### src/rtl/deserializer_lanes.sv
// Multi-lane serial-to-parallel deserializer with SOF framing and a valid/ready output register.
// Optional DESER_DROP_CNT_EN adds a saturating counter of dropped and abandoned words.
module deserializer_lanes #(
    parameter int unsigned WIDTH = 24,
    parameter int unsigned LANES = 1
) (
    input  logic             i_clk,
    input  logic             i_rst,
    input  logic             i_en,
    input  logic [LANES-1:0] iv_din,
    input  logic             i_sof,
    input  logic             i_msb_first,
    output logic [WIDTH-1:0] ov_dout,
    output logic             o_dout_valid,
    input  logic             i_dout_ready,
    output logic             o_overflow,
`ifdef DESER_DROP_CNT_EN
    output logic [15:0]      ov_drop_cnt,
`endif
    output logic             o_sync_err
);

    localparam int unsigned BEATS = WIDTH / LANES;
    localparam int unsigned CntW  = $clog2(BEATS + 1);

    typedef enum logic [0:0] {StHunt, StCollect} state_e;

    state_e           state_q;
    logic [CntW-1:0]  cnt_q;
    logic [WIDTH-1:0] sr_q;
    logic [WIDTH-1:0] dout_q;
    logic             order_q;
    logic             done_q;
    logic             valid_q;
    logic             ovf_q;
    logic             sync_err_q;

    logic             use_msb;
    logic [WIDTH-1:0] sr_shift;
    logic             mid_sof;
    logic             word_drop;

    // A SOF beat uses the order bit it carries; later beats use the latched one.
    always_comb begin
        use_msb  = i_sof ? i_msb_first : order_q;
        sr_shift = use_msb ? {sr_q[WIDTH-LANES-1:0], iv_din}
                           : {iv_din, sr_q[WIDTH-1:LANES]};
    end

    assign mid_sof   = i_en && i_sof && (state_q == StCollect) && (cnt_q != '0);
    assign word_drop = done_q && valid_q && !i_dout_ready;

    always_ff @(posedge i_clk) begin
        if (i_rst) begin
            state_q    <= StHunt;
            cnt_q      <= '0;
            sr_q       <= '0;
            dout_q     <= '0;
            order_q    <= 1'b0;
            done_q     <= 1'b0;
            valid_q    <= 1'b0;
            ovf_q      <= 1'b0;
            sync_err_q <= 1'b0;
        end else begin
            sync_err_q <= 1'b0;
            done_q     <= 1'b0;

            if (i_en) begin
                unique case (state_q)
                    StHunt: begin
                        if (i_sof) begin
                            sr_q    <= sr_shift;
                            order_q <= i_msb_first;
                            cnt_q   <= CntW'(1);
                            state_q <= StCollect;
                        end
                    end
                    StCollect: begin
                        if (i_sof) begin
                            sync_err_q <= mid_sof;
                            sr_q       <= sr_shift;
                            order_q    <= i_msb_first;
                            cnt_q      <= CntW'(1);
                        end else if (cnt_q == '0) begin
                            // Word boundary without SOF: framing lost.
                            sync_err_q <= 1'b1;
                            state_q    <= StHunt;
                        end else begin
                            sr_q <= sr_shift;
                            if (cnt_q == CntW'(BEATS - 1)) begin
                                cnt_q  <= '0;
                                done_q <= 1'b1;
                            end else begin
                                cnt_q <= cnt_q + CntW'(1);
                            end
                        end
                    end
                    default: state_q <= StHunt;
                endcase
            end

            // Output stage sees the completed word one edge after its last beat.
            if (done_q) begin
                if (word_drop) begin
                    ovf_q <= 1'b1;
                end else begin
                    dout_q  <= sr_q;
                    valid_q <= 1'b1;
                end
            end else if (valid_q && i_dout_ready) begin
                valid_q <= 1'b0;
            end
        end
    end

    assign ov_dout      = dout_q;
    assign o_dout_valid = valid_q;
    assign o_overflow   = ovf_q;
    assign o_sync_err   = sync_err_q;

`ifdef DESER_DROP_CNT_EN
    logic [15:0] drop_cnt_q;
    logic [1:0]  drop_inc;
    logic [16:0] drop_sum;

    always_comb begin
        drop_inc = {1'b0, mid_sof} + {1'b0, word_drop};
        drop_sum = {1'b0, drop_cnt_q} + {15'b0, drop_inc};
    end

    always_ff @(posedge i_clk) begin
        if (i_rst) begin
            drop_cnt_q <= '0;
        end else if (drop_sum[16]) begin
            drop_cnt_q <= 16'hFFFF;
        end else begin
            drop_cnt_q <= drop_sum[15:0];
        end
    end

    assign ov_drop_cnt = drop_cnt_q;
`endif

endmodule

### config.mk
export PLATFORM = sky130hd
export DESIGN_NAME = deserializer_lanes
export DESIGN_NICKNAME = d
export VERILOG_FILES = /design/src/rtl/deserializer_lanes.sv
export SDC_FILE = /design/constraint.sdc
export NUM_CORES = 1
export LEC_CHECK = 0
export ABC_AREA = 1
export BUFFER_PORTS_ARGS = -buffer_cell sky130_fd_sc_hd__buf_2
export CAP_MARGIN = 10
export CORE_ASPECT_RATIO = 0.7
export CORE_MARGIN = 2
export CORE_UTILIZATION = 55
export CTS_CLUSTER_DIAMETER = 60
export DETAILED_ROUTE_END_ITERATION = 6
export PLACE_DENSITY = 0.77
export SLEW_MARGIN = 20
export SYNTH_ARGS = -nofsm -noshare
export SYNTH_HDL_FRONTEND = slang
export SYNTH_SLANG_ARGS = --single-unit
### constraint.sdc
create_clock -name i_clk -period 1.8 [get_ports i_clk]
set_input_delay 0.27 -clock i_clk [delete_from_list [all_inputs] [get_ports i_clk]]
set_output_delay 0.27 -clock i_clk [all_outputs]
set_load 0.01 [all_outputs]
Yosys cells after proc, flatten, opt, wreduce, memory -nomap -nowiden
Index checks and enable logic that the tools add are counted.
{"block": "op_classes", "addsub": 1, "n_reduce_logical": 16, "bitwise": 3, "n_eq_ne": 4, "magnitude_cmp": 0, "multipliers": 0, "shifts": 0, "muxes": 21, "n_div": 0}
{"op": "$mux W24", "n": 4}
{"op": "$pmux W24 S2", "n": 1}
{"op": "$mux W5", "n": 4}
{"op": "$mux W1", "n": 10}
{"op": "$pmux W5 S2", "n": 1}
{"op": "$logic_and A1 B1 Y1", "n": 6}
{"op": "$reduce_and A2 Y1", "n": 3}
{"op": "$add A5 B1 Y5 const B", "n": 1}
{"op": "$eq A5 B5 Y1 const B", "n": 1}
{"op": "$logic_not A5 Y1", "n": 1}
{"op": "$reduce_bool A5 Y1", "n": 1}
{"op": "$reduce_or A5 Y1", "n": 1}
{"op": "$ne A2 B2 Y1 const B", "n": 2}
{"op": "$ne A3 B3 Y1 const B", "n": 1}
{"op": "$not A1 Y1", "n": 3}
{"op": "$reduce_and A3 Y1", "n": 1}
{"op": "$reduce_or A3 Y1", "n": 1}
{"op": "$pmux W1 S2", "n": 1}
{"op": "$reduce_bool A2 Y1", "n": 1}
{"op": "$logic_not A1 Y1", "n": 1}
{"block": "word_totals", "rom_bits": 0, "out_inout_bits": 27, "word_cells": 54, "ramBits": 0, "mem_count": 0, "latchBits": 0, "reg_bits": 59}

Longest topological paths before layout
Gate-level depths: netlist of the first run.
{"block": "logic_depth", "depth_word": 5, "mapped_depth": 11, "depth_no_buf": 10}

Least setup slack after synthesis of the first run
OpenSTA, ideal clock, no wires.
{"block": "synth_path", "kind": "register to register", "startpoint": "register cnt_q[0]", "endpoint": "register sr_q[10]", "path_stages_with_launch": 11, "t_required_ns": 1.736, "n_path_buf": 1, "arrival_ns": 1.253, "setup_time_ns": 0.064, "setup_slack_ns": 0.483, "synth_period_minus_slack_ns": 1.317, "path_cell_list": "dfxtp_1 > inv_1 > ha_1 > inv_1 > nor2_1 > nand2_2 > nand2_2 > nand2_4 > clkbuf_1 > o21ai_0 > nor2_1"}
{"block": "synth_between", "elab_chain_cells": 3}
{"item": "start: declaration", "line": "29", "source": "logic [CntW-1:0] cnt_q;"}
{"item": "start signal: assignment", "line": "74", "source": "cnt_q <= CntW'(1);"}
{"item": "start signal: assignment", "line": "83", "source": "cnt_q <= CntW'(1);"}
{"item": "start signal: assignment", "line": "94", "source": "cnt_q <= cnt_q + CntW'(1);"}
{"item": "$logic_not A5 Y1", "line": "84", "source": "end else if (cnt_q == '0) begin"}
{"item": "$ne A3 B3 Y1 (no line)"}
{"item": "$reduce_and A3 Y1 (no line)"}
{"item": "end signal: assignment", "line": "72", "source": "sr_q <= sr_shift;"}
{"item": "end signal: assignment", "line": "81", "source": "sr_q <= sr_shift;"}
{"item": "end signal: assignment", "line": "89", "source": "sr_q <= sr_shift;"}
{"item": "end: declaration", "line": "30", "source": "logic [WIDTH-1:0] sr_q;"}
No other way between the ends.
A chain may end at the register's enable or synchronous reset.

Final worst setup path of the first run
{"block": "layout_path", "startpoint": "register cnt_q[1]", "endpoint": "register cnt_q[3]"}
{"block": "layout_between", "elab_chain_cells": 5, "word_cells_on_any_way": 9, "cone_classes": "add/sub (1); eq/ne (2); mux (4); reduce/logical (2)"}
{"item": "$add A5 B1 Y5 / $eq A5 B5 Y1 (equally long branches)", "line": "94, 90"}
{"item": "$mux W5", "line": "90", "source": "if (cnt_q == CntW'(BEATS - 1)) begin"}
{"item": "$mux W5", "line": "84"}
{"item": "$mux W5", "line": "79", "source": "if (i_sof) begin"}
{"item": "$pmux W5 S2", "line": "69", "source": "unique case (state_q)"}
Parallel ways exist; a longest one is shown, timed or not. The select of a mux whose other input is x is not followed.

==> flow_summary.toml, run 1 <==
[run_status]
status = "finished, final reports clean"

[floorplanning]
die-area_um2 = 5120
start_util = 0.575
ios = 34
die_h_um = 60.5
fp-row-count = 20
fp.dieW_um = 84.6
core_um2 = 4350

[power]
peakVddDrop_uv = 729
leakagePower_nw = 1.37
cellPowerDensity_nw_per_um2 = 1030
power_mw = 2.99

[global_route]
grt_first_pass_wirelength_mm = 8.67
grt_util_met3 = 0.0871
grt_util_met1 = 0.278
top_usage_layer = "met2"
grt_max_degree = 57
first_global_vias = 1942
grtUsageMet2 = 0.346
grt_antenna_before_repair = 0
gr-total-overflow = 0
gr-usage-all-layers = 0.219

[layout]
area_growth_pct = 15.8
drive_above_1_share = 0.157
final_common_cell = "nor2_1"
layout_common_cells = "95 x nor2_1, 59 x dfxtp_1, 58 x o21ai_0"
fin_nets = 392
fin_area_um2 = 2900
final_cells = 443
num_antenna_cells = 0

[placed_design]
place_area_um2 = 2670
dp_hpwl_mm = 3.23
globalplace.congestion = 0.893
dp.cells = 427
io_buffer_count = 33

[synthesis]
syn_nets = 364
yosysUniqueCellTypes = 21
synth-seq-cells = 59
synth_area_um2 = 2500
syn_inst = 355
synth-warning-count = 0
synth_area_leaders = "dfxtp_1 47%, nor2_1 14%, o21ai_0 12%"
synth_top_area_cell = "dfxtp_1"
yosysTopAreaCellShare = 0.472
yosysSeqAreaShare = 0.472
syn_avg_cell_area_um2 = 7.05

[cts]
clk_pin_slew_ns = 0.06
post_cts_resized = 0
root_buffer = "clkbuf_8"
clk_latency_ns = 0.33
post_cts_buffers = 0
tritoncts = "done"
cts-buffers-inserted = 9
htree_levels = 3
hold_buffers = 0
clockBufferDepth = 2
clock-sinks = 59

[route]
vias = 2216
drt-vias-per-instance = 5.00
antenna_left = 0
first_pass_iters = 4
wire_per_inst_um = 11.5
wirelength_mm = 5.09
drc = 0
drt_iter0_drc = 163

[critical_path]
path_class = "flip-flop to flip-flop"
required_ns = 2.06
start_kind = "flip-flop"
arrival_ns = 1.87
worst-path-max-fanout = 18
crit_path_end_kind = "flip-flop"

[sta]
setup_tns_ns = 0
rsz0062_at_grt = "no"
slew-limit-headroom = 0.701
timing.final.crit_share = 0.893
drv_slew = 0
finalHoldViolCount = 0
clock_skew_ns = 0.00819
max_freq_mhz = 622
fin_crit_ns = 1.61
setup_viol = 0
tightest_slew_ns = 0.449

[job]
cap_viol_max_count = 0

[min_path]
hold_path.class = "input pin to flip-flop"
-- critical path, stage by stage (launching register included) --
cell	delay [ns]
dfxtp_1	0.40
inv_1	0.07
ha_1	0.18
inv_1	0.05
nor2_1	0.04
nand2_2	0.08
nand2_2	0.06
nand2_4	0.16
buf_4	0.25
o21ai_0	0.11
a21oi_1	0.13
-- kinds of logic after synthesis --
group | count (synthesis) | synth area share
buf+inv | 41 | 0.0790
flops | 59 | 0.472
compound gates | 75 | 0.151
simple gates | 177 | 0.284
fa+ha+maj | 2 | 0.00999
xor+xnor | 1 | 0.00350
-- cells in the mapped netlist (all sizes together) --
library cell,n
nor4,1
nor2,95
nand4,1
o211ai,1
a21oi,15
ha,2
nand2,58
a31oi,1
buf,13
dfxtp,59
inv,18
clkbuf,10
xor2,1
o21ai,58
nand3,22
-- where the power goes --
group	switching, mW	internal (mW)
logic	0.159	0.0877
registers	0.0462	1.36
clock network	0.487	0.853
-- path summary, 6_finish.rpt --
kind	start	endpoint	slack, ns	cells after the start
worst min-delay path	i_rst	o_dout_valid	0.16	2
worst min register to register	sr_q[23]	ov_dout[23]	0.47	2
worst max-delay path	cnt_q[1]	cnt_q[3]	0.19	10
worst max register to register	cnt_q[1]	cnt_q[3]	0.19	10
-- cell type report --
type / instances / area, µm²
well taps: 55 / 68.8
multi-input cells: 255 / 1120
inverters: 18 / 67.6
clock inverters: 4 / 72.6
repair buffers: 40 / 230
clock buffers: 12 / 155
flip-flops and latches: 59 / 1180
fillers: 407 / 1450
-- routing by layer --
layer	vias to the layer above	routed length, µm	part of all wire
met4	0	32	0.0063
met2	50	2210	0.43
met3	2	273	0.054
met1	966	2580	0.51
li1	1198	-	-
met5	-	0	0
-- stage by stage --
| stage | hold WS, ns | worst slack [ns] | utilization |
|---|---|---|---|
| after floorplan | 0.339 | 0.483 | - |
| after CTS | 0.142 | 0.199 | 0.666 |
| after detailed placement | 0.462 | 0.217 | 0.614 |
| after global placement | 0.448 | 0.281 | 0.614 |
| final | 0.164 | 0.193 | 0.666 |
| after global routing | 0.140 | 0.0000511 | 0.666 |
No activity file was read; power rests on OpenSTA's default activity.
==> run 2, diff against run 1 <==
Settings changed: GPL_TIMING_DRIVEN set to 0.
==> run 2 against run 1 <==
  * First-iteration DRC count down 24%
  * Routed wire length increased by 9.8%
  * Design area grew 2.8%
  * Worst setup slack better by 0.079 ns
  * Power up 4.7%
  * Clock power up 9%
  * Sequential share of layout area shrank 1.1 points
  * Via count rose by 7.8%
  * Die area did not move
==> flow_summary.toml, run 2 (synthesized netlist as in run 1, its figures left out) <==
[run_status]
status = "finished, final reports clean"

[power]
cellPowerDensity_nw_per_um2 = 1050
leakagePower_nw = 1.42
peakVddDrop_uv = 583

[cts]
root_buffer = "clkbuf_8"
post_cts_resized = 0
clk_latency_ns = 0.34
clk_pin_slew_ns = 0.06
post_cts_buffers = 0
hold_buffers = 0
clockBufferDepth = 2
cts-buffers-inserted = 9
clock-sinks = 59
htree_levels = 3
tritoncts = "done"

[route]
wire_per_inst_um = 12.2
drt-vias-per-instance = 5.20
wirelength_mm = 5.60
antenna_left = 0
drc = 0
drt_iter0_drc = 124
first_pass_iters = 4
vias = 2388

[sta]
clock_skew_ns = 0.00401
slew-limit-headroom = 0.671
tightest_slew_ns = 0.494
timing.final.crit_share = 0.849
rsz0062_at_grt = "no"
finalHoldViolCount = 0
max_freq_mhz = 654
drv_slew = 0
fin_ws_ns = 0.272
setup_viol = 0
setup_tns_ns = 0
fin_crit_ns = 1.53

[placed_design]
dp_hpwl_mm = 3.88
place_ws_ns = 0.181
io_buffer_count = 33
globalplace.congestion = 0.890

[critical_path]
arrival_ns = 1.80
path_cells = "inv_1 -> ha_1 -> inv_1 -> nor2_1 -> nand2_2 -> nand2_2 -> nand2_4 -> inv_2 -> buf_2 -> nor2_1 -> nor2_1"
slowest_stage = "dfxtp_1"
start_kind = "flip-flop"
rr_worst_depth = 11
required_ns = 2.07
cp.depth = 11
crit_top_cell = "nor2_1"
crit_buf_inv = 4
slowest_delay_ns = 0.34
crit_path_end_kind = "flip-flop"
path_class = "flip-flop to flip-flop"
crit_family = "simple AND/OR/NAND/NOR gates"
worst-path-max-fanout = 10

[global_route]
grt_first_pass_wirelength_mm = 9.36
grt_antenna_before_repair = 0
grt_max_degree = 11
first_global_vias = 2101
gr-usage-all-layers = 0.240
gr-total-overflow = 0

[layout]
final_common_cell = "nor2_1"
drive_above_1_share = 0.171
fill_cells = 414
num_antenna_cells = 0
area_growth_pct = 19.0
post-route-util = 0.684
fin_nets = 408
layout_common_cells = "95 x nor2_1, 59 x dfxtp_1, 58 x o21ai_0"

[min_path]
hold_depth = 2
hold_path.class = "input pin to flip-flop"

[floorplanning]
die-area_um2 = 5120
ios = 34
fp-row-count = 20
fp.dieW_um = 84.6
start_util = 0.575
die_h_um = 60.5
core_um2 = 4350

[job]
cap_viol_max_count = 0
## run 2: worst reg2reg max path, cell delays in order (launching register included)
cell	delay [ns]
dfxtp_1	0.34
inv_1	0.08
ha_1	0.15
inv_1	0.04
nor2_1	0.11
nand2_2	0.08
nand2_2	0.08
nand2_4	0.08
inv_2	0.12
buf_2	0.23
nor2_1	0.06
nor2_1	0.10
## run 2: worst paths after layout
check / startpoint / to / slack (ns)
max: cnt_q[0] / sr_q[17] / 0.27
min: i_rst / o_dout_valid / 0.15
max reg2reg: cnt_q[0] / sr_q[17] / 0.27
min reg2reg: ov_dout[13] / ov_dout[13] / 0.47
## run 2: final cells by class
| type | count | area [µm²] | share of cell area |
|---|---|---|---|
| Buffer | 23 | 131 | 0.0441 |
| Clock buffer | 11 | 141 | 0.0474 |
| Clock inverter | 5 | 100 | 0.0336 |
| Inverter | 18 | 67.6 | 0.0227 |
| Multi-Input combinational cell | 255 | 1120 | 0.377 |
| Sequential cell | 59 | 1180 | 0.396 |
| Tap cell | 55 | 68.8 | 0.0231 |
| Timing Repair Buffer | 33 | 165 | 0.0554 |
## run 2: where the power goes
part | internal (mW) | switching, mW
Combinational | 0.0972 | 0.171
Clock | 0.953 | 0.507
Sequential | 1.36 | 0.0454
## run 2: metrics by stage
step           cells  hold slack, ns  instance area, µm²  total power, mW
6_report         459           0.150                2980             3.13
5_1_grt          459           0.151                2980             3.25
4_1_cts          459           0.138                2980             3.15
3_5_place_dp     443           0.466                2740             1.69
3_3_place_gp     443           0.450                2740             1.69
2_1_floorplan    355           0.339                2500             1.62
## run 2: metal layers
metal,global-route usage,routed length [µm],vias to the layer above
met1,0.301,2670,1082
met3,0.0980,409,5
met2,0.381,2460,67
met5,0,0,-
met4,0.0862,55,0
li1,-,-,1234
==> run 3, diff against run 2 <==
Settings changed: CORE_UTILIZATION 55 to 51, PLACE_DENSITY 0.77 to 0.75.
Clock period 1.8 ns to 1.4 ns, I/O delays scaled along.
==> run 3 against run 2 <==
  * The run now ends with negative setup slack left
  * Worst hold slack got worse by 0.044 ns
  * Cell count rose by 3.7%
  * Design area rose by 8.6%
  * Critical endpoint is now cnt_q[2]
==> flow_summary.toml, run 3 (synthesized netlist as in run 1, its figures left out) <==
[cts]
clockBufferDepth = 2
htree_levels = 3
clk_pin_slew_ns = 0.06
tritoncts = "done"
root_buffer = "clkbuf_8"
hold_buffers = 0
clk_latency_ns = 0.33
clock-sinks = 59
cts-buffers-inserted = 9

[power]
sw_frac_of_total = 0.263
seqPwrFrac = 0.492
p_int_mw = 2.72
leakagePower_nw = 1.48
cellPowerDensity_nw_per_um2 = 1140
pwr-share-comb = 0.134
p_sw_uw = 971
pwr-share-clk = 0.374
peakVddDrop_uv = 696
power_mw = 3.69

[sta]
max_freq_mhz = 692
slew-limit-headroom = 0.566
rsz0062_at_grt = "yes"
tightest_slew_ns = 0.651
fin_ws_ns = -0.0455
setup_viol = 23
drv_slew = 0
finalHoldViolCount = 0
timing.final.crit_share = 1.03
fin_crit_ns = 1.45
clock_skew_ns = 0.00612
holdWs_ns = 0.106

[placed_design]
globalplace.congestion = 0.871
dp.cells = 457
place_ws_ns = -0.209
dp_hpwl_mm = 3.94
io_buffer_count = 33

[critical_path]
crit_path_end_kind = "flip-flop"
required_ns = 1.63
arrival_ns = 1.67
rr_worst_depth = 10
path_class = "flip-flop to flip-flop"
worst-path-max-fanout = 10
start_kind = "flip-flop"

[layout]
drive_above_1_share = 0.287
fin_nets = 412
final_cells = 476
area_growth_pct = 29.2
final_common_cell = "nor2_1"
post-route-util = 0.680
layout_common_cells = "78 x nor2_1, 57 x dfxtp_1, 52 x nand2_1"
fill_cells = 423
num_antenna_cells = 0

[global_route]
first_global_vias = 2054
gr-usage-all-layers = 0.223
grt_antenna_before_repair = 0
gr-total-overflow = 0
grt_first_pass_wirelength_mm = 9.43
grt_max_degree = 11

[route]
drt_iter0_drc = 278
vias = 2513
first_pass_iters = 5
antenna_left = 0
wire_per_inst_um = 13.0
drt-vias-per-instance = 5.28
drc = 0
wirelength_mm = 6.20

[floorplanning]
die-area_um2 = 5490
ios = 34
start_util = 0.526
core_um2 = 4760
fp.dieW_um = 87.7
die_h_um = 62.6
fp-row-count = 21

[run_status]
violations = "negative setup slack"
status = "finished with violations"

[min_path]
hold_depth = 2
hold_path.class = "input pin to flip-flop"

[job]
cap_viol_max_count = 0
## run 3: worst paths after layout
path	slack (ns)	to	from
worst max-delay path	-0.05	cnt_q[2]	cnt_q[1]
worst min register to register	0.47	o_overflow	o_overflow
worst min-delay path	0.11	o_overflow	i_rst
worst max register to register	-0.05	cnt_q[2]	cnt_q[1]
## run 3: final cells by class
| cell class | count | area, µm² | area share |
|---|---|---|---|
| inverter | 18 | 77.6 | 0.0240 |
| multi-input combinational | 255 | 1280 | 0.396 |
| buffer | 23 | 193 | 0.0596 |
| tap | 69 | 86.3 | 0.0267 |
| timing repair buffer | 37 | 234 | 0.0723 |
| clock inverter | 2 | 10.0 | 0.00309 |
| clock buffer | 13 | 169 | 0.0522 |
| sequential | 59 | 1190 | 0.367 |
## run 3: power by group through the flow
stage	clock network (mW)	registers [mW]	logic, mW
after floorplan	0	1.82	0.263
after global placement	0	1.84	0.331
after detailed placement	0	1.84	0.338
after CTS	1.41	1.80	0.357
after global routing	1.50	1.82	0.546
final	1.38	1.82	0.494
## run 3: worst max-delay path, cell delays in order, from the launching register on
cell and delay [ns]:
dfxtp_4 0.36, inv_4 0.06, ha_4 0.12, inv_2 0.03, nor2_2 0.10, nand2_2 0.09, nand2_4 0.10, nand2_8 0.10
buf_8 0.17, a21oi_1 0.15, nor2_1 0.06
## run 3: timing repair
| item | 4_1_cts | 5_1_grt |
|---|---|---|
| pin swaps | 0 | 7 |
| endpoints found under the setup margin | 27 | 37 |
| gates cloned | 0 | 2 |
| gates resized for setup | 18 | 86 |
| setup buffers | 1 | 1 |
## run 3: per-layer routing
metal	up-vias	share of wire	track usage
met5	-	0	0
met4	0	0.011	0.0692
met3	8	0.073	0.0806
met2	90	0.45	0.323
met1	1169	0.46	0.309
li1	1246	-	-
## run 3: through the flow
step,cell area (µm²),TNS (ns)
2_1_floorplan,2500,0
3_3_place_gp,2760,-2.05
3_5_place_dp,2760,-2.72
4_1_cts,2970,-0.483
5_1_grt,3240,-2.43
6_report,3240,-0.390
